===== config.mk =====
export PLATFORM = sky130hd
export DESIGN_NAME = accel_reg_frontend_flat
export DESIGN_NICKNAME = d
export VERILOG_FILES = /design/src/rtl/accel_reg_pkg.sv /design/src/rtl/accel_reg_frontend_if.sv /design/src/rtl/accel_watchdog.sv /design/src/rtl/accel_reg_frontend.sv /design/src/flat_wrapper.sv
export SDC_FILE = /design/constraint.sdc
export NUM_CORES = 1
export LEC_CHECK = 0
export CORE_MARGIN = 2
export CORE_UTILIZATION = 51
export CTS_CLUSTER_DIAMETER = 60
export DETAILED_ROUTE_END_ITERATION = 10
export PLACE_DENSITY = 0.9
export SLEW_MARGIN = 40
export SYNTH_ARGS = -nofsm -noshare
export SYNTH_HDL_FRONTEND = slang
export SYNTH_HIERARCHICAL = 1
export SYNTH_SLANG_ARGS = --single-unit

===== constraint.sdc =====
create_clock -name clk -period 5.6 [get_ports clk]
set_clock_uncertainty 0.05 [all_clocks]
set_input_delay 1.4 -clock clk [delete_from_list [all_inputs] [get_ports clk]]
set_output_delay 1.4 -clock clk [all_outputs]
set_load 0.02 [all_outputs]

===== src/rtl/accel_reg_pkg.sv =====
`default_nettype none
// ============================================================================
//  Module      : accel_reg_pkg
//  Description : Shared definitions for the accelerator register front end:
//                register byte offsets, CTRL/STATUS bit positions, the
//                command FSM state type and an offset helper.
//  Revision    : 1.0 - initial release
// ============================================================================
package accel_reg_pkg;

    // Register byte offsets relative to the window base (addr[7:0]).
    // Offset 0x54 belongs to the lock's queue word and is deliberately absent.
    localparam logic [7:0] c_off_key0   = 8'h00;
    localparam logic [7:0] c_off_din0   = 8'h10;
    localparam logic [7:0] c_off_ctrl   = 8'h20;
    localparam logic [7:0] c_off_status = 8'h24;
    localparam logic [7:0] c_off_dout0  = 8'h30;

    // CTRL write bits
    localparam int c_ctrl_start = 0;
    localparam int c_ctrl_mode  = 1;

    // STATUS read bits
    localparam int c_stat_busy  = 0;
    localparam int c_stat_done  = 1;
    localparam int c_stat_error = 2;

    typedef enum logic [2:0] {
        IDLE  = 3'd0,
        ISSUE = 3'd1,
        WAIT  = 3'd2,
        DONE  = 3'd3,
        ERROR = 3'd4
    } state_t;

    // Byte offset of 32-bit word idx within a bank starting at base.
    function automatic logic [7:0] word_off(input logic [7:0] base, input int idx);
        return base + 8'(idx * 4);
    endfunction

endpackage
`default_nettype wire


===== src/rtl/accel_reg_frontend_if.sv =====
`default_nettype none
// ============================================================================
//  Module      : accel_reg_frontend_if
//  Description : Arbitrated register bus between the lock arbiter (master)
//                and the accelerator front end (slave).
//                addr_i  - byte address        wr_en_i  - write strobe
//                select_i- chip select          wdata_i  - write data
//                rdata_o - read data (combinational from slave state)
//  Revision    : 1.0 - initial release
// ============================================================================
interface accel_reg_frontend_if;
    logic [31:0] addr_i;
    logic        wr_en_i;
    logic        select_i;
    logic [31:0] wdata_i;
    logic [31:0] rdata_o;

    modport master (
        output addr_i,
        output wr_en_i,
        output select_i,
        output wdata_i,
        input  rdata_o
    );

    modport slave (
        input  addr_i,
        input  wr_en_i,
        input  select_i,
        input  wdata_i,
        output rdata_o
    );
endinterface
`default_nettype wire


===== src/rtl/accel_watchdog.sv =====
`default_nettype none
// ============================================================================
//  Module      : accel_watchdog
//  Description : 32-bit saturating cycle counter guarding one core command.
//                clk, rst  - clock / synchronous active-high reset
//                i_clear   - zero the counter
//                i_enable  - count this cycle
//                o_expired - counter reaches TIMEOUT_CYCLES-1 at this edge
//  Revision    : 1.0 - initial release
// ============================================================================
module accel_watchdog #(
    parameter logic [31:0] TIMEOUT_CYCLES = 32'd1024
) (
    input  logic clk,
    input  logic rst,
    input  logic i_clear,
    input  logic i_enable,
    output logic o_expired
);

    localparam logic [31:0] c_limit =
        (TIMEOUT_CYCLES == 32'd0) ? 32'd0 : TIMEOUT_CYCLES - 32'd1;

    logic [31:0] r_count;
    logic [31:0] w_count_inc;

    // Saturate rather than wrap so a stuck command can never look fresh again.
    assign w_count_inc = (r_count == 32'hFFFF_FFFF) ? r_count : r_count + 32'd1;

    always_ff @(posedge clk) begin
        if (rst || i_clear) begin
            r_count <= '0;
        end else if (i_enable) begin
            r_count <= w_count_inc;
        end
    end

    // Looks at the post-increment value so the FSM leaves WAIT on the same
    // edge the counter reaches the limit: with the ISSUE cycle included this
    // gives exactly TIMEOUT_CYCLES cycles from start pulse to ERROR.
    assign o_expired = i_enable && (w_count_inc >= c_limit);

endmodule
`default_nettype wire


===== src/rtl/accel_reg_frontend.sv =====
`default_nettype none
// ============================================================================
//  Module      : accel_reg_frontend
//  Description : Register-mapped front end for the 128-bit cipher core,
//                sitting behind the multi-core lock arbiter. Holds key and
//                input block, launches the core, captures the result, and
//                wipes all session state on lock release.
//                clk, rst       - clock / synchronous active-high reset
//                session_end_i  - lock-release pulse, soft clear
//                bus            - arbitrated register bus (slave side)
//                core_start_o   - one-cycle start pulse to the core
//                core_mode_o    - 0 encrypt / 1 decrypt
//                core_key_o     - {KEY3..KEY0}
//                core_blk_o     - {DIN3..DIN0}
//                core_done_i    - one-cycle done pulse from the core
//                core_result_i  - result, valid with core_done_i
//  Revision    : 1.0 - initial release
// ============================================================================
module accel_reg_frontend
    import accel_reg_pkg::*;
#(
    parameter logic [31:0] BASE_ADDR      = 32'h0000_0000,
    parameter logic [31:0] TIMEOUT_CYCLES = 32'd1024,
    parameter int          KEY_WORDS      = 4,
    parameter int          BLK_WORDS      = 4
) (
    input  logic                     clk,
    input  logic                     rst,
    input  logic                     session_end_i,
    accel_reg_frontend_if.slave      bus,
    output logic                     core_start_o,
    output logic                     core_mode_o,
    output logic [32*KEY_WORDS-1:0]  core_key_o,
    output logic [32*BLK_WORDS-1:0]  core_blk_o,
    input  logic                     core_done_i,
    input  logic [32*BLK_WORDS-1:0]  core_result_i
);

    state_t      r_state;
    state_t      w_state_next;

    logic [31:0] r_key  [KEY_WORDS];
    logic [31:0] r_din  [BLK_WORDS];
    logic [31:0] r_dout [BLK_WORDS];
    logic        r_mode;

    logic        w_clear;
    logic [31:0] w_off_full;
    logic [7:0]  w_off;
    logic        w_unused_off_hi;
    logic        w_wr;
    logic        w_busy;
    logic        w_ctrl_wr;
    logic        w_start_cmd;
    logic        w_dout_capture;
    logic        w_wd_expired;
    logic [31:0] w_status;
    logic [31:0] w_rdata;

    // Lock release wipes exactly what reset wipes.
    assign w_clear = rst || session_end_i;

    // Only the low byte of the base-relative address is decoded.
    assign w_off_full      = bus.addr_i - BASE_ADDR;
    assign w_off           = w_off_full[7:0];
    assign w_unused_off_hi = ^w_off_full[31:8];

    assign w_wr        = bus.select_i && bus.wr_en_i;
    assign w_busy      = (r_state == ISSUE) || (r_state == WAIT);
    // Register writes are blocked while busy so the core inputs stay stable.
    assign w_ctrl_wr   = w_wr && !w_busy && (w_off == c_off_ctrl);
    assign w_start_cmd = w_ctrl_wr && bus.wdata_i[c_ctrl_start];

    // ------------------------------------------------------------------
    // Command FSM
    // ------------------------------------------------------------------
    always_ff @(posedge clk) begin
        if (w_clear) begin
            r_state <= IDLE;
        end else begin
            r_state <= w_state_next;
        end
    end

    always_comb begin
        w_state_next   = r_state;
        core_start_o   = 1'b0;
        w_dout_capture = 1'b0;
        case (r_state)
            IDLE: begin
                if (w_start_cmd) begin
                    w_state_next = ISSUE;
                end
            end
            ISSUE: begin
                core_start_o = 1'b1;
                w_state_next = WAIT;
            end
            WAIT: begin
                // A done in the timeout cycle still counts as success.
                if (core_done_i) begin
                    w_dout_capture = 1'b1;
                    w_state_next   = DONE;
                end else if (w_wd_expired) begin
                    w_state_next = ERROR;
                end
            end
            DONE, ERROR: begin
                if (w_ctrl_wr) begin
                    w_state_next = bus.wdata_i[c_ctrl_start] ? ISSUE : IDLE;
                end
            end
            default: begin
                w_state_next = IDLE;
            end
        endcase
    end

    accel_watchdog #(
        .TIMEOUT_CYCLES (TIMEOUT_CYCLES)
    ) u_watchdog (
        .clk       (clk),
        .rst       (rst),
        .i_clear   (session_end_i || (r_state == ISSUE)),
        .i_enable  (r_state == WAIT),
        .o_expired (w_wd_expired)
    );

    // ------------------------------------------------------------------
    // Session registers
    // ------------------------------------------------------------------
    always_ff @(posedge clk) begin
        if (w_clear) begin
            r_mode <= 1'b0;
        end else if (w_start_cmd) begin
            r_mode <= bus.wdata_i[c_ctrl_mode];
        end
    end

    always_ff @(posedge clk) begin
        if (w_clear) begin
            for (int i = 0; i < KEY_WORDS; i++) begin
                r_key[i] <= '0;
            end
            for (int i = 0; i < BLK_WORDS; i++) begin
                r_din[i] <= '0;
            end
        end else if (w_wr && !w_busy) begin
            for (int i = 0; i < KEY_WORDS; i++) begin
                if (w_off == word_off(c_off_key0, i)) begin
                    r_key[i] <= bus.wdata_i;
                end
            end
            for (int i = 0; i < BLK_WORDS; i++) begin
                if (w_off == word_off(c_off_din0, i)) begin
                    r_din[i] <= bus.wdata_i;
                end
            end
        end
    end

    always_ff @(posedge clk) begin
        if (w_clear) begin
            for (int i = 0; i < BLK_WORDS; i++) begin
                r_dout[i] <= '0;
            end
        end else if (w_dout_capture) begin
            for (int i = 0; i < BLK_WORDS; i++) begin
                r_dout[i] <= core_result_i[32*i +: 32];
            end
        end
    end

    // ------------------------------------------------------------------
    // Core-facing outputs
    // ------------------------------------------------------------------
    assign core_mode_o = r_mode;

    for (genvar gi = 0; gi < KEY_WORDS; gi++) begin : g_key_pack
        assign core_key_o[32*gi +: 32] = r_key[gi];
    end

    for (genvar gi = 0; gi < BLK_WORDS; gi++) begin : g_blk_pack
        assign core_blk_o[32*gi +: 32] = r_din[gi];
    end

    // ------------------------------------------------------------------
    // Read mux: zero-latency, zero when not selected or unmapped
    // ------------------------------------------------------------------
    always_comb begin
        w_status               = '0;
        w_status[c_stat_busy]  = w_busy;
        w_status[c_stat_done]  = (r_state == DONE);
        w_status[c_stat_error] = (r_state == ERROR);
    end

    always_comb begin
        w_rdata = '0;
        if (bus.select_i) begin
            for (int i = 0; i < KEY_WORDS; i++) begin
                if (w_off == word_off(c_off_key0, i)) begin
                    w_rdata = r_key[i];
                end
            end
            for (int i = 0; i < BLK_WORDS; i++) begin
                if (w_off == word_off(c_off_din0, i)) begin
                    w_rdata = r_din[i];
                end
                if (w_off == word_off(c_off_dout0, i)) begin
                    w_rdata = r_dout[i];
                end
            end
            if (w_off == c_off_ctrl) begin
                w_rdata = {30'b0, r_mode, 1'b0};
            end
            if (w_off == c_off_status) begin
                w_rdata = w_status;
            end
        end
    end

    assign bus.rdata_o = w_rdata;

endmodule
`default_nettype wire


===== src/flat_wrapper.sv =====
// flat-port wrapper written by rule: the top's interface ports become plain ports
module accel_reg_frontend_flat import accel_reg_pkg::*;
#(
    parameter logic [31:0] BASE_ADDR      = 32'h0000_0000,
    parameter logic [31:0] TIMEOUT_CYCLES = 32'd1024,
    parameter int          KEY_WORDS      = 4,
    parameter int          BLK_WORDS      = 4
)
  (clk, rst, session_end_i, core_start_o, core_mode_o, core_key_o, core_blk_o, core_done_i, core_result_i, bus_addr_i, bus_wr_en_i, bus_select_i, bus_wdata_i, bus_rdata_o);
  accel_reg_frontend_if bus_i ();
  input  logic clk;
  input  logic rst;
  input  logic session_end_i;
  output logic core_start_o;
  output logic core_mode_o;
  output logic [32*KEY_WORDS-1:0] core_key_o;
  output logic [32*BLK_WORDS-1:0] core_blk_o;
  input  logic core_done_i;
  input  logic [32*BLK_WORDS-1:0] core_result_i;
  input wire logic [$bits(bus_i.addr_i)-1:0] bus_addr_i;
  input wire logic [$bits(bus_i.wr_en_i)-1:0] bus_wr_en_i;
  input wire logic [$bits(bus_i.select_i)-1:0] bus_select_i;
  input wire logic [$bits(bus_i.wdata_i)-1:0] bus_wdata_i;
  output wire logic [$bits(bus_i.rdata_o)-1:0] bus_rdata_o;
  assign bus_i.addr_i = bus_addr_i;
  assign bus_i.wr_en_i = bus_wr_en_i;
  assign bus_i.select_i = bus_select_i;
  assign bus_i.wdata_i = bus_wdata_i;
  assign bus_rdata_o = bus_i.rdata_o;
  accel_reg_frontend #(.BASE_ADDR(BASE_ADDR), .TIMEOUT_CYCLES(TIMEOUT_CYCLES), .KEY_WORDS(KEY_WORDS), .BLK_WORDS(BLK_WORDS)) u_core (.clk(clk), .rst(rst), .session_end_i(session_end_i), .bus(bus_i), .core_start_o(core_start_o), .core_mode_o(core_mode_o), .core_key_o(core_key_o), .core_blk_o(core_blk_o), .core_done_i(core_done_i), .core_result_i(core_result_i));
endmodule

== Yosys cells after proc, flatten, opt, wreduce, memory -nomap -nowiden ==
Memory sizes are Yosys's and may differ from the RTL's.
Index checks and enable logic that the tools add are counted.

* Flip-flop bits (word level): 36
* Bits in latches: 0
* Bits in writable memories: 384
* ROM bits: 0
* Input port bits: 198
* Memories: 3

{| class="wikitable"
|+ Memory list
! name !! depth !! bits a word !! read ports !! clocked after memory_dff !! write ports !! RTL line !! RTL
|-
| u_core.r_din || 4 || 32 || 4 || 0 || 4 || accel_reg_frontend.sv:43 || <nowiki>logic [31:0] r_din [BLK_WORDS];</nowiki>
|-
| u_core.r_dout || 4 || 32 || 4 || 0 || 4 || accel_reg_frontend.sv:44 || <nowiki>logic [31:0] r_dout [BLK_WORDS];</nowiki>
|-
| u_core.r_key || 4 || 32 || 4 || 0 || 4 || accel_reg_frontend.sv:42 || <nowiki>logic [31:0] r_key [KEY_WORDS];</nowiki>
|}

* $add $sub $neg: 1
* $mul: 0
* Div/mod/pow operators: 0
* $lt $le $gt $ge: 1
* Eq/ne operators: 21
* Shift operators: 0
* Muxes and demuxes: 74
* Bitwise operators: 12
* Reductions and logical operators: 14

{| class="wikitable"
|+ Operators by type and width
! kind !! count
|-
| $mux W32 || 28
|-
| $eq A8 B6 Y1 const B || 6
|-
| $mux W1 || 41
|-
| $add A32 B1 Y32 const B || 1
|-
| $eq A32 B32 Y1 const B || 1
|-
| $eq A8 B5 Y1 const B || 4
|-
| $ge A32 B10 Y1 const B || 1
|-
| $eq A8 B4 Y1 const B || 2
|-
| $mux W3 || 4
|-
| $or A1 B1 Y1 || 12
|-
| $pmux W3 S4 || 1
|-
| $eq A8 B3 Y1 const B || 1
|-
| $logic_not A8 Y1 || 1
|-
| $eq A3 B2 Y1 const B || 2
|-
| $logic_and A1 B1 Y1 || 5
|-
| $logic_or A1 B1 Y1 || 4
|-
| $ne A2 B1 Y1 const B || 2
|-
| $eq A3 B1 Y1 const B || 1
|-
| $eq A3 B3 Y1 const B || 1
|-
| $logic_not A3 Y1 || 1
|-
| $ne A3 B2 Y1 const B || 1
|-
| $reduce_and A3 Y1 || 1
|-
| $reduce_or A2 Y1 || 1
|-
| $logic_not A1 Y1 || 1
|}

== Depth between registers and ports, before layout ==
Gate-level depths: netlist of run 1.

* Depth in word-level cells: 16
* Gate-level depth with buffers: 14
* Mapped depth without buffers: 13

== Cells and area by module ==
Netlist of run 1, hierarchy kept.

{| class="wikitable"
|+ By module, submodules not included
! module !! instances !! cells each !! area an instance (µm²)
|-
| accel_reg_frontend || 1 || 1549 || 18936.9
|-
| accel_watchdog || 1 || 275 || 2147.1
|}

== Least setup slack after synthesis of run 1 ==
No wires, ideal clock.

* Path type: input to register
* Start point: input port bus_addr_i[2]
* End point: memory u_core.r_key[2][0] (enable)
* Setup time: 466 ps
* Arrival time: 4723 ps
* Required time: 5084 ps
* Setup slack: 361 ps
* Cell stages on the path: 5
* Path buffers: 3
* Cells stage by stage: buf_2 or4b_1 buf_2 clkbuf_1 o21ai_0

{| class="wikitable"
|+ RTL lines
! item !! RTL line !! RTL
|-
| from (decl) || flat_wrapper.sv:20 || <nowiki>input wire logic [$bits(bus_i.addr_i)-1:0] bus_addr_i;</nowiki>
|-
| to (decl) || accel_reg_frontend.sv:42 ||
|}

== Final worst setup path of run 1 ==
* Start point: input port bus_addr_i[1]
* End point: output port bus_rdata_o[2]

* Longest elaborated chain between the ends: 16
* Elaborated cells on any way between the ends: 29
* Classes of those cells: eq/ne (13); mux (15); reduce/logical (1)

{| class="wikitable"
|+ Ends and longest elaborated chain
! item !! RTL line !! RTL
|-
| $logic_not A8 Y1 || accel_reg_frontend.sv:201 || <nowiki>if (w_off == word_off(c_off_key0, i)) begin</nowiki>
|-
| $mux W32 (4 in a row) || accel_reg_frontend.sv:201 ||
|-
| $mux W32 || accel_reg_frontend.sv:206 || <nowiki>if (w_off == word_off(c_off_din0, i)) begin</nowiki>
|-
| $mux W32 || accel_reg_frontend.sv:209 || <nowiki>if (w_off == word_off(c_off_dout0, i)) begin</nowiki>
|-
| $mux W32 || accel_reg_frontend.sv:206 ||
|-
| $mux W32 || accel_reg_frontend.sv:209 ||
|-
| $mux W32 || accel_reg_frontend.sv:206 ||
|-
| $mux W32 || accel_reg_frontend.sv:209 ||
|-
| $mux W32 || accel_reg_frontend.sv:206 ||
|-
| $mux W32 || accel_reg_frontend.sv:209 ||
|-
| $mux W32 || accel_reg_frontend.sv:213 || <nowiki>if (w_off == c_off_ctrl) begin</nowiki>
|-
| $mux W32 (*) || accel_reg_frontend.sv:216 || <nowiki>if (w_off == c_off_status) begin</nowiki>
|-
| $mux W32 (*) || accel_reg_frontend.sv:199 || <nowiki>if (bus.select_i) begin</nowiki>
|-
| to (decl) || flat_wrapper.sv:24 || <nowiki>output wire logic [$bits(bus_i.rdata_o)-1:0] bus_rdata_o;</nowiki>
|}

Mark *: on every way between the ends. The rest lies on a longest branch, timed or not.

==> run metrics, run 1 <==
Hold EP=u_core/u_watchdog/r_count[1]$_SDFFE_PP0P_; Max-slew headroom=45.5%; final core occ=between 70% and 80%; share of layout cells above drive strength 1=between 10% and 20%; grt total ovfl=0; vias per cell=6.28; CTS max path bufs=3; Final Slew Violations=0; Top FF cell, synth=edfxtp_1; Final Wtd Congestion=0.987; count of cell types in the netlist=92; Hold Path Stages=2; Worst Path Required=between 4000 and 5000 ps; worst-case hold slack=457 ps; HP Start=u_core/u_watchdog/r_count[1]$_SDFFE_PP0P_; Area Overhead vs Synth=35.9%; Wirelength per Cell=27.6 um; Via Count=18200; clk sinks=420; FP Rows=74; clock root buffer=clkbuf_16; CTS tree=built; synthesis warning total=6; WS Path Type=primary input to primary output; Port-buffer cells=about 460; Max-Cap Viols=0; height of the die=~210 um; Cell Count, Final, Fillers Out=2904; Reg2Reg Depth=12; die footprint=0.0430 mm2; cts hold-fix bufs=0; r2r setup slk=2090 ps; Max FO, Critical Path=4; reg2reg start=u_core/u_watchdog/r_count[15]$_SDFFE_PP0P_; setup violators final=0; outcome=finished clean; synthesized cell area=0.0211 mm2; Area contributors post-synth=edfxtp_1 55%, and2_1 12%, dfxtp_1 3.4%, o21ai_0 2.4%, nor2_1 1.9%; H-tree level count=2; syn avg cell area=11.6 um2; pwr/cell area=about 260 mW/mm2; vias in the first global route=17800; clock latency on the worst-skew pair=580 ps; initial antenna violation count=6; TritonRoute pass-1 iters=5; I/O pin cnt=488; largest net degree at the start of global routing=66; drt drc=0; dpl ws=-227 ps; post-synth top area share=between 50% and 60%; crit path time final=about 5600 ps; Total Routing Usage GR=36.1%; Tot Pwr=0.00747 W; total CTS buffers=46; largest area contributor in the netlist=edfxtp_1; commonest non-fill, non-tap cells in the layout=429 x clkdlybuf4s50_1, 390 x and2_1, 384 x edfxtp_1; Starting DRT DRC Count=2477; CP Launch Type=primary input; Layout Nets=between 2000 and 3000; async set or reset register ratio after synthesis=0%; commonest non-fill, non-tap cell in the layout=clkdlybuf4s50_1; DIE WIDTH=207 um; synthesized instance count=1824; Peak VDD IR=0.207 mV; placed instance count=between 2000 and 3000; post-synthesis net count=2023; arrival time at the worst endpoint=just over 4000 ps; Seq cells post-synth=420; period utilisation layout=99.3%; final worst slack=~40 ps; Core Box Area=0.0408 mm2; final WL=80.1 mm; first-pass GRT wire length=116 mm; number of synthesized flops with an enable pin=around 380; max frequency=0.180 GHz; Fin. Hold Viols=0; hpwl dp=58.6 mm; Worst setup EP type=primary output; Hold/Removal Path Class=flop to flop; # fillers=2821; CTS clk-pin slew, worst paths=60 ps; FF-to-FF End=u_core/r_state[0]$_SDFFE_PP0P_; initial core utilization=51.6%; sequential cell area fraction in the yosys report=58.1%; leak pwr=10.8 nW; antenna viol nets, final=0; Least-Margin Pin Slew=around 810 ps
-- cell usage after synthesis (13+ instances only) --
library cell  instances
o211ai_1             24
clkbuf_1             70
a21oi_1              58
a31oi_1              33
nand2_1              50
mux2i_1              28
o22ai_1              29
xor2_1               18
buf_2                47
or2_2                14
nor2_1              108
nand3_1              25
a22oi_1              43
a2bb2oi_1            21
o21ai_0             102
inv_1                13
a22o_1               20
xnor2_1              16
edfxtp_1            384
nand2b_1             28
o21a_1               13
nand4_1              14
nor3_1               20
and2_1              390
dfxtp_1              36
-- registers in the layout (all words and copies together), names as in the netlist --
signal                     count
u_core/u_watchdog/r_count     32
u_core/r_state                 3
u_core/r_din                 128
u_core/r_key                 128
u_core/core_mode_o             1
u_core/r_dout                128
-- cells by family (layout without fill, tap and decap cells) --
family | Yosys count | in the layout | share of synthesized area (%)
and+or+nand+nor | 729 | 729 | 20.5
AOI/OAI and AO/OA | 443 | 443 | 14.5
DFF | 420 | 420 | 58.1
buffers and inverters | 158 | 699 | 3.56
muxes | 39 | 39 | 1.92
xor gates and xnor gates | 34 | 34 | 1.41
adders and majority gates | 1 | 1 | 0.0593
other | 0 | 7 | 0
-- critical path, stage by stage --
cell	delay, ps
clkdlybuf4s50_1	470
buf_4	200
or4b_4	560
o22ai_1	260
nand2b_1	150
a222oi_1	90
buf_4	170
o31ai_1	350
dlygate4sd2_1	450
-- layout make-up --
cell class / instances / area, um2 / share of cell area, %
flip-flops and latches: 420 / 12300 / 42.8
multi-input cells: 1246 / 8290 / 28.9
repair buffers: 601 / 5890 / 20.6
clock buffers: 55 / 1190 / 4.17
well taps: 532 / 666 / 2.32
clock inverters: 30 / 295 / 1.03
inverters: 13 / 48.8 / 0.170
diodes: 7 / 17.5 / 0.0611
-- routing by layer --
layer	wire, um	GRT usage [%]	up-vias
met2	38600	59.9	1479
met3	8830	7.82	296
met1	26900	43.2	8684
li1	-	-	7766
met5	27	0	-
met4	5680	22.0	4
-- report_power, final --
part           leakage [nW]  switching (W)  internal [W]  total (W)
Sequential             4.57      0.0000806       0.00353    0.00361
Clock                 0.728        0.00130       0.00176    0.00306
Combinational          5.45       0.000449      0.000350   0.000799
Total                  10.8        0.00183       0.00564    0.00747
-- timing repair --
item | in CTS | in global routing
resized for setup | 23 | 12
pin swaps | 0 | 1
setup buffers | 0 | 3
setup endpoints to repair | 19 | 9
cloned | 0 | 0
-- stage by stage --
step | TNS [ps] | cell area, um2
floorplan | 0 | 21100
global placement | -370 | 27000
detailed placement | -959 | 27000
CTS | 0 | 28500
global route | -1.69 | 28600
finish | 0 | 28700
-- how the worst max path moves through the flow --
stage | start | to | slack [ps]
after floorplan | bus_addr_i[2] | u_core/r_key[2][0]$_SDFFCE_PN0P_ | 360
after global placement | bus_addr_i[0] | bus_rdata_o[7] | -60
after detailed placement | bus_addr_i[1] | bus_rdata_o[2] | -230
after CTS | bus_addr_i[1] | bus_rdata_o[14] | 10
after global routing | bus_addr_i[7] | bus_rdata_o[4] | -2
final | bus_addr_i[1] | bus_rdata_o[2] | 40
Power figures use the tool's default switching activity.
==> run 2, diff against run 1 <==
- CORE_MARGIN: 2 -> default
- CTS_CLUSTER_DIAMETER: 60 -> 150
==> run metrics, run 2 (synthesis results as in run 1) <==
crit path time final=5570 ps (+7.45 ps); TritonRoute pass-1 iters=6 (+1); Layout Nets=2525 (-0.079%); height of the die=205 um (-0.96%); Worst setup EP type=primary output; CP Launch Type=primary input; most frequent CP cell=buf_4; final core occ=70.1% (about the same); clock root buffer=clkbuf_16; routed wl met2=39.6 mm (+2.5%); Final Wtd Congestion=0.984 (-0.38%); cts hold-fix bufs=0 (unchanged); reg2reg start=u_core/u_watchdog/r_count[15]$_SDFFE_PP0P_; grt total ovfl=0 (unchanged); arrival time at the worst endpoint=4120 ps (about the same); Via Count=18300 (+0.55%); final instance area=0.0286 mm2 (about the same); uppermost layer routed=met5; CP Cell Sequence=clkdlybuf4s50_1 > or4b_4 > buf_12 > buf_4 > nor2_1 > nor3_1 > a222oi_1 > o31ai_1 > buf_4; Fin. Hold Viols=0 (unchanged); unrepaired setup endpoints after global routing=no; vias in the first global route=17800 (+0.062%); I/O pin cnt=488 (unchanged); biggest regs=u_core/r_din: 128 flops, u_core/r_dout: 128 flops, u_core/r_key: 128 flops; setup violators final=0 (unchanged); Tot Pwr=0.00733 W (-1.8%); largest net degree at the start of global routing=74 (+12%); FP Rows=74 (unchanged); Wirelength per Cell=28.1 um (+1.7%); pwr/cell area=256 mW/mm2 (-1.7%); antenna viol nets, final=0 (unchanged); final worst slack=32.4 ps (-7.45 ps); routed wl met3=9.61 mm (+8.8%); initial antenna violation count=9 (+3); leak pwr=10.7 nW (about the same); share of layout cells above drive strength 1=12.9% (-0.063 points); H-tree level count=2 (unchanged); Final Slew Violations=0 (unchanged); Total Routing Usage GR=38.0% (+1.9 points); Area Overhead vs Synth=35.8% (about the same); CTS tree=built; dpl ws=-257 ps (-30.2 ps); # fillers=2859 (+1.3%); period utilisation layout=99.4% (+0.13 points); placed inst area=0.0271 mm2 (+0.22%); Least-Margin Pin Slew=891 ps (+80.3 ps); clk sinks=420 (unchanged); WS Path Type=primary input to primary output; Hold/Removal Path Class=flop to flop; die footprint=0.0422 mm2 (-1.9%); Port-buffer cells=463 (unchanged); commonest non-fill, non-tap cells in the layout=427 x clkdlybuf4s50_1, 390 x and2_1, 384 x edfxtp_1; max frequency=0.180 GHz (-0.13%); vias per cell=6.32 (+0.65%); first-pass GRT wire length=116 mm (-0.18%); commonest non-fill, non-tap cell in the layout=clkdlybuf4s50_1; drt drc=0 (unchanged); Max-slew headroom=40.6% (-4.9 points); DIE WIDTH=205 um (-0.96%); CTS clk-pin slew, worst paths=50 ps (about the same); CP max stage cell=a222oi_1; Max-Cap Viols=0 (unchanged); CP peak stage delay=720 ps (+160 ps); hpwl dp=58.8 mm (+0.30%); final WL=81.4 mm (+1.6%); Peak VDD IR=0.221 mV (+7.0%); total CTS buffers=46 (unchanged); met1 WL=27.0 mm (+0.25%); Max FO, Critical Path=30 (+26); CTS max path bufs=3 (unchanged); Core Box Area=0.0408 mm2 (unchanged); outcome=finished clean; Critical Path Source=bus_addr_i[0]; initial core utilization=51.6% (unchanged); Worst Path Required=4150 ps (about the same); Starting DRT DRC Count=2275 (-8.2%); clock latency on the worst-skew pair=590 ps (about the same); HP Start=u_core/u_watchdog/r_count[1]$_SDFFE_PP0P_
-- run 2: cell count changes in the layout (fill, tap and decap cells not counted), sizes merged, moves of 2 or more --
cell / previous run / this run
buf: 148 / 145
bufinv: 5 / 2
clkbuf: 55 / 63
clkdlybuf4s50: 429 / 427
clkinv: 21 / 16
-- run 2: timing repair --
item	in CTS	in global routing
cloned	0	0
pin swaps	0	2
endpoints found under the setup margin	25	9
setup buffers	3	0
gates resized for setup	32	14
-- run 2: layout make-up --
class	instances	area (um2)	area share, %
Tap cell	532	666	2.33
Clock inverter	21	175	0.612
Timing Repair Buffer	599	5910	20.7
Inverter	13	48.8	0.170
Multi-Input combinational cell	1246	8320	29.1
Sequential cell	420	12300	42.8
Antenna cell	8	20.0	0.0699
Clock buffer	62	1230	4.30
-- run 2: final timing paths --
path	end	slack, ps	cells past startpoint
max	bus_rdata_o[2]	30	9
min	u_core/u_watchdog/r_count[1]$_SDFFE_PP0P_	440	2
max reg2reg	u_core/r_state[0]$_SDFFE_PP0P_	1880	12
min reg2reg	u_core/u_watchdog/r_count[1]$_SDFFE_PP0P_	440	2
-- run 2: metal layers --
layer / up-vias / global-route usage [%]
met2: 1430 / 64.7
met1: 8844 / 43.9
met5: - / 0
met4: 4 / 21.5
li1: 7776 / -
met3: 275 / 9.36
-- run 2: power breakdown --
| part | leakage [nW] | internal [W] | switching, W | total (W) |
|---|---|---|---|---|
| clock network | 0.685 | 0.00164 | 0.00128 | 0.00292 |
| registers | 4.57 | 0.00353 | 0.0000804 | 0.00361 |
| logic | 5.49 | 0.000354 | 0.000453 | 0.000806 |
-- run 2: metrics by stage --
| step | hold slack, ps | std cells | TNS [ps] |
|---|---|---|---|
| finish | 442 | 2901 | 0 |
| global route | 463 | 2899 | 0 |
| CTS | 441 | 2893 | -118 |
| detailed placement | 433 | 2807 | -2850 |
| global placement | 426 | 2803 | -2270 |
| floorplan | 417 | 1824 | 0 |
-- run 2: critical path: cells and delay by family --
kind,cells,cell delay [ps]
simple gates,3,690
compound gates,2,880
buf+inv,4,1110
==> run 3, diff against run 2 <==
- CAP_MARGIN: default -> 20
- CORE_UTILIZATION: 51 -> 37
- PLACE_DENSITY: 0.9 -> 0.71
==> run metrics, run 3 (synthesis results as in run 1) <==
outcome=finished clean; vias in the first global route=17300 (-2.9%); NetSw=0.00189 W (+4.0%); CTS max path bufs=3 (unchanged); first-pass GRT wire length=119 mm (+2.7%); sw frac=25.1% (+0.39 points); Port-buffer cells=463 (unchanged); Critical Path Source=bus_addr_i[0]; clk sinks=420 (unchanged); clock latency on the worst-skew pair=590 ps (about the same); height of the die=241 um (+17%); TritonRoute pass-1 iters=5 (-1); dpl ws=-130 ps (+128 ps); clock share of power=41.2% (+1.4 points); Layout Nets=2550 (+0.99%); most frequent CP cell=buf_4; final worst slack=27.5 ps (-4.91 ps); initial core utilization=37.4% (-14 points); Hold/Removal Path Class=flop to flop; CTS clk-pin slew, worst paths=60 ps (about the same); Fin. Hold Viols=0 (unchanged); H-tree level count=2 (unchanged); period utilisation layout=99.5% (about the same); Worst Path Required=4150 ps (about the same); arrival time at the worst endpoint=4120 ps (about the same); crit path time final=5570 ps (+4.91 ps); CP Launch Type=primary input; Final Wtd Congestion=0.943 (-4.1%); grt total ovfl=0 (unchanged); HP Start=u_core/u_watchdog/r_count[1]$_SDFFE_PP0P_; CTS tree=built; placed instance count=3051 (+8.7%); FP Rows=87 (+18%); die footprint=0.0579 mm2 (+37%); Int Power=0.00563 W (+1.9%); vias per cell=5.62 (-11%); largest net degree at the start of global routing=76 (+2.7%); Wirelength per Cell=26.9 um (-4.0%); CP peak stage delay=500 ps (-220 ps); WP buf/inv=6 (+2); final WL=84.9 mm (+4.3%); antenna viol nets, final=0 (unchanged); WS Path Type=primary input to primary output; I/O pin cnt=488 (unchanged); initial antenna violation count=13 (+4); hpwl dp=63.0 mm (+7.2%); cts hold-fix bufs=0 (unchanged); Total Routing Usage GR=28.6% (-9.5 points); Worst setup EP type=primary output; CP Cell Sequence=clkdlybuf4s50_1 > buf_4 > or4b_4 > buf_4 > buf_4 > o22ai_2 > buf_4 > nand2b_1 > a222oi_1 > o31ai_1 > buf_4; DIE WIDTH=241 um (+17%); commonest non-fill, non-tap cells in the layout=428 x clkdlybuf4s50_1, 390 x and2_1, 384 x edfxtp_1; setup violators final=0 (unchanged); total CTS buffers=48 (+4.3%); CP top delay family=buffers and inverters; pwr/cell area=258 mW/mm2 (+0.61%); Reg power frac=48.1% (-1.1 points); Tot Pwr=0.00751 W (+2.4%); max frequency=0.179 GHz (about the same); clock root buffer=clkbuf_16; Core Box Area=0.0564 mm2 (+38%); Max-Cap Viols=0 (unchanged); Cell Count, Final, Fillers Out=3153 (+8.7%); Final Slew Violations=0 (unchanged); reg2reg start=u_core/u_watchdog/r_count[21]$_SDFFE_PP0P_; leak pwr=10.9 nW (+1.6%); CP max stage cell=clkdlybuf4s50_1; Peak VDD IR=0.242 mV (+9.1%); Max FO, Critical Path=9 (-70%); Max-slew headroom=44.9% (+4.3 points); Least-Margin Pin Slew=826 ps (-64.2 ps); Via Count=17700 (-3.2%); commonest non-fill, non-tap cell in the layout=clkdlybuf4s50_1; combinational share of power=10.7% (-0.3 points); Starting DRT DRC Count=2024 (-11%); Area Overhead vs Synth=38.2%; biggest regs=u_core/r_din: 128 flops, u_core/r_dout: 128 flops, u_core/r_key: 128 flops; unrepaired setup endpoints after global routing=no; drt drc=0 (unchanged); share of layout cells above drive strength 1=14.2% (+1.3 points)
## run 3: power groups by stage
stage	sequential [W]	combinational [W]	clock (W)
finish	0.00361	0.000806	0.00309
global route	0.00362	0.000836	0.00323
CTS	0.00361	0.000801	0.00313
detailed placement	0.00367	0.000796	0
global placement	0.00367	0.000793	0
floorplan	0.00375	0.000207	0
## run 3: routing by layer
metal,vias up,track usage [%],routed length (um)
met5,-,0,91
met4,14,13.6,4070
met3,177,7.05,8150
met2,999,49.1,41700
met1,8726,33.4,30900
li1,7819,-,-
## run 3: layout make-up
class / instances / area [um2]
Clock inverter: 34 / 289
Multi-Input combinational cell: 1246 / 8280
Fill cell: 5006 / 27200
Inverter: 13 / 48.8
Tap cell: 756 / 946
Clock buffer: 56 / 1240
Timing Repair Buffer: 622 / 6070
Sequential cell: 420 / 12300
Antenna cell: 6 / 15.0
## run 3: timing repair
item                                    CTS  global route
gates resized for setup                  19            11
pin swaps                                 1             1
setup buffers                             3             2
endpoints found under the setup margin   17            11
## run 3: worst reg2reg max path, cell delays in order (launching register included)
cell,delay [ps]
dfxtp_1,460
nand3_2,260
or4_1,590
a2111oi_0,710
mux2i_1,190
a211o_1,310
nor4_2,220
o21ai_1,150
nor2_1,120
o21ai_0,100
a41oi_1,230
mux2i_1,230
a211oi_1,70
## run 3: worst paths after layout
check,to,slack (ps),cells past startpoint
hold reg to reg,u_core/u_watchdog/r_count[1]$_SDFFE_PP0P_,450,2
setup / recovery,bus_rdata_o[2],30,11
setup reg to reg,u_core/r_state[0]$_SDFFE_PP0P_,1790,12
hold / removal,u_core/u_watchdog/r_count[1]$_SDFFE_PP0P_,450,2
## run 3: through the flow
step                      util [%]  hold WS (ps)  instance area (um2)  setup TNS (ps)
after detailed placement      48.8           439                27500           -1170
final                         51.7           455                29100               0
after floorplan                  -           417                21100               0
after CTS                     51.5           448                29100           -6.92
after global placement        48.8           426                27500           -1010
after global routing          51.7           476                29100               0
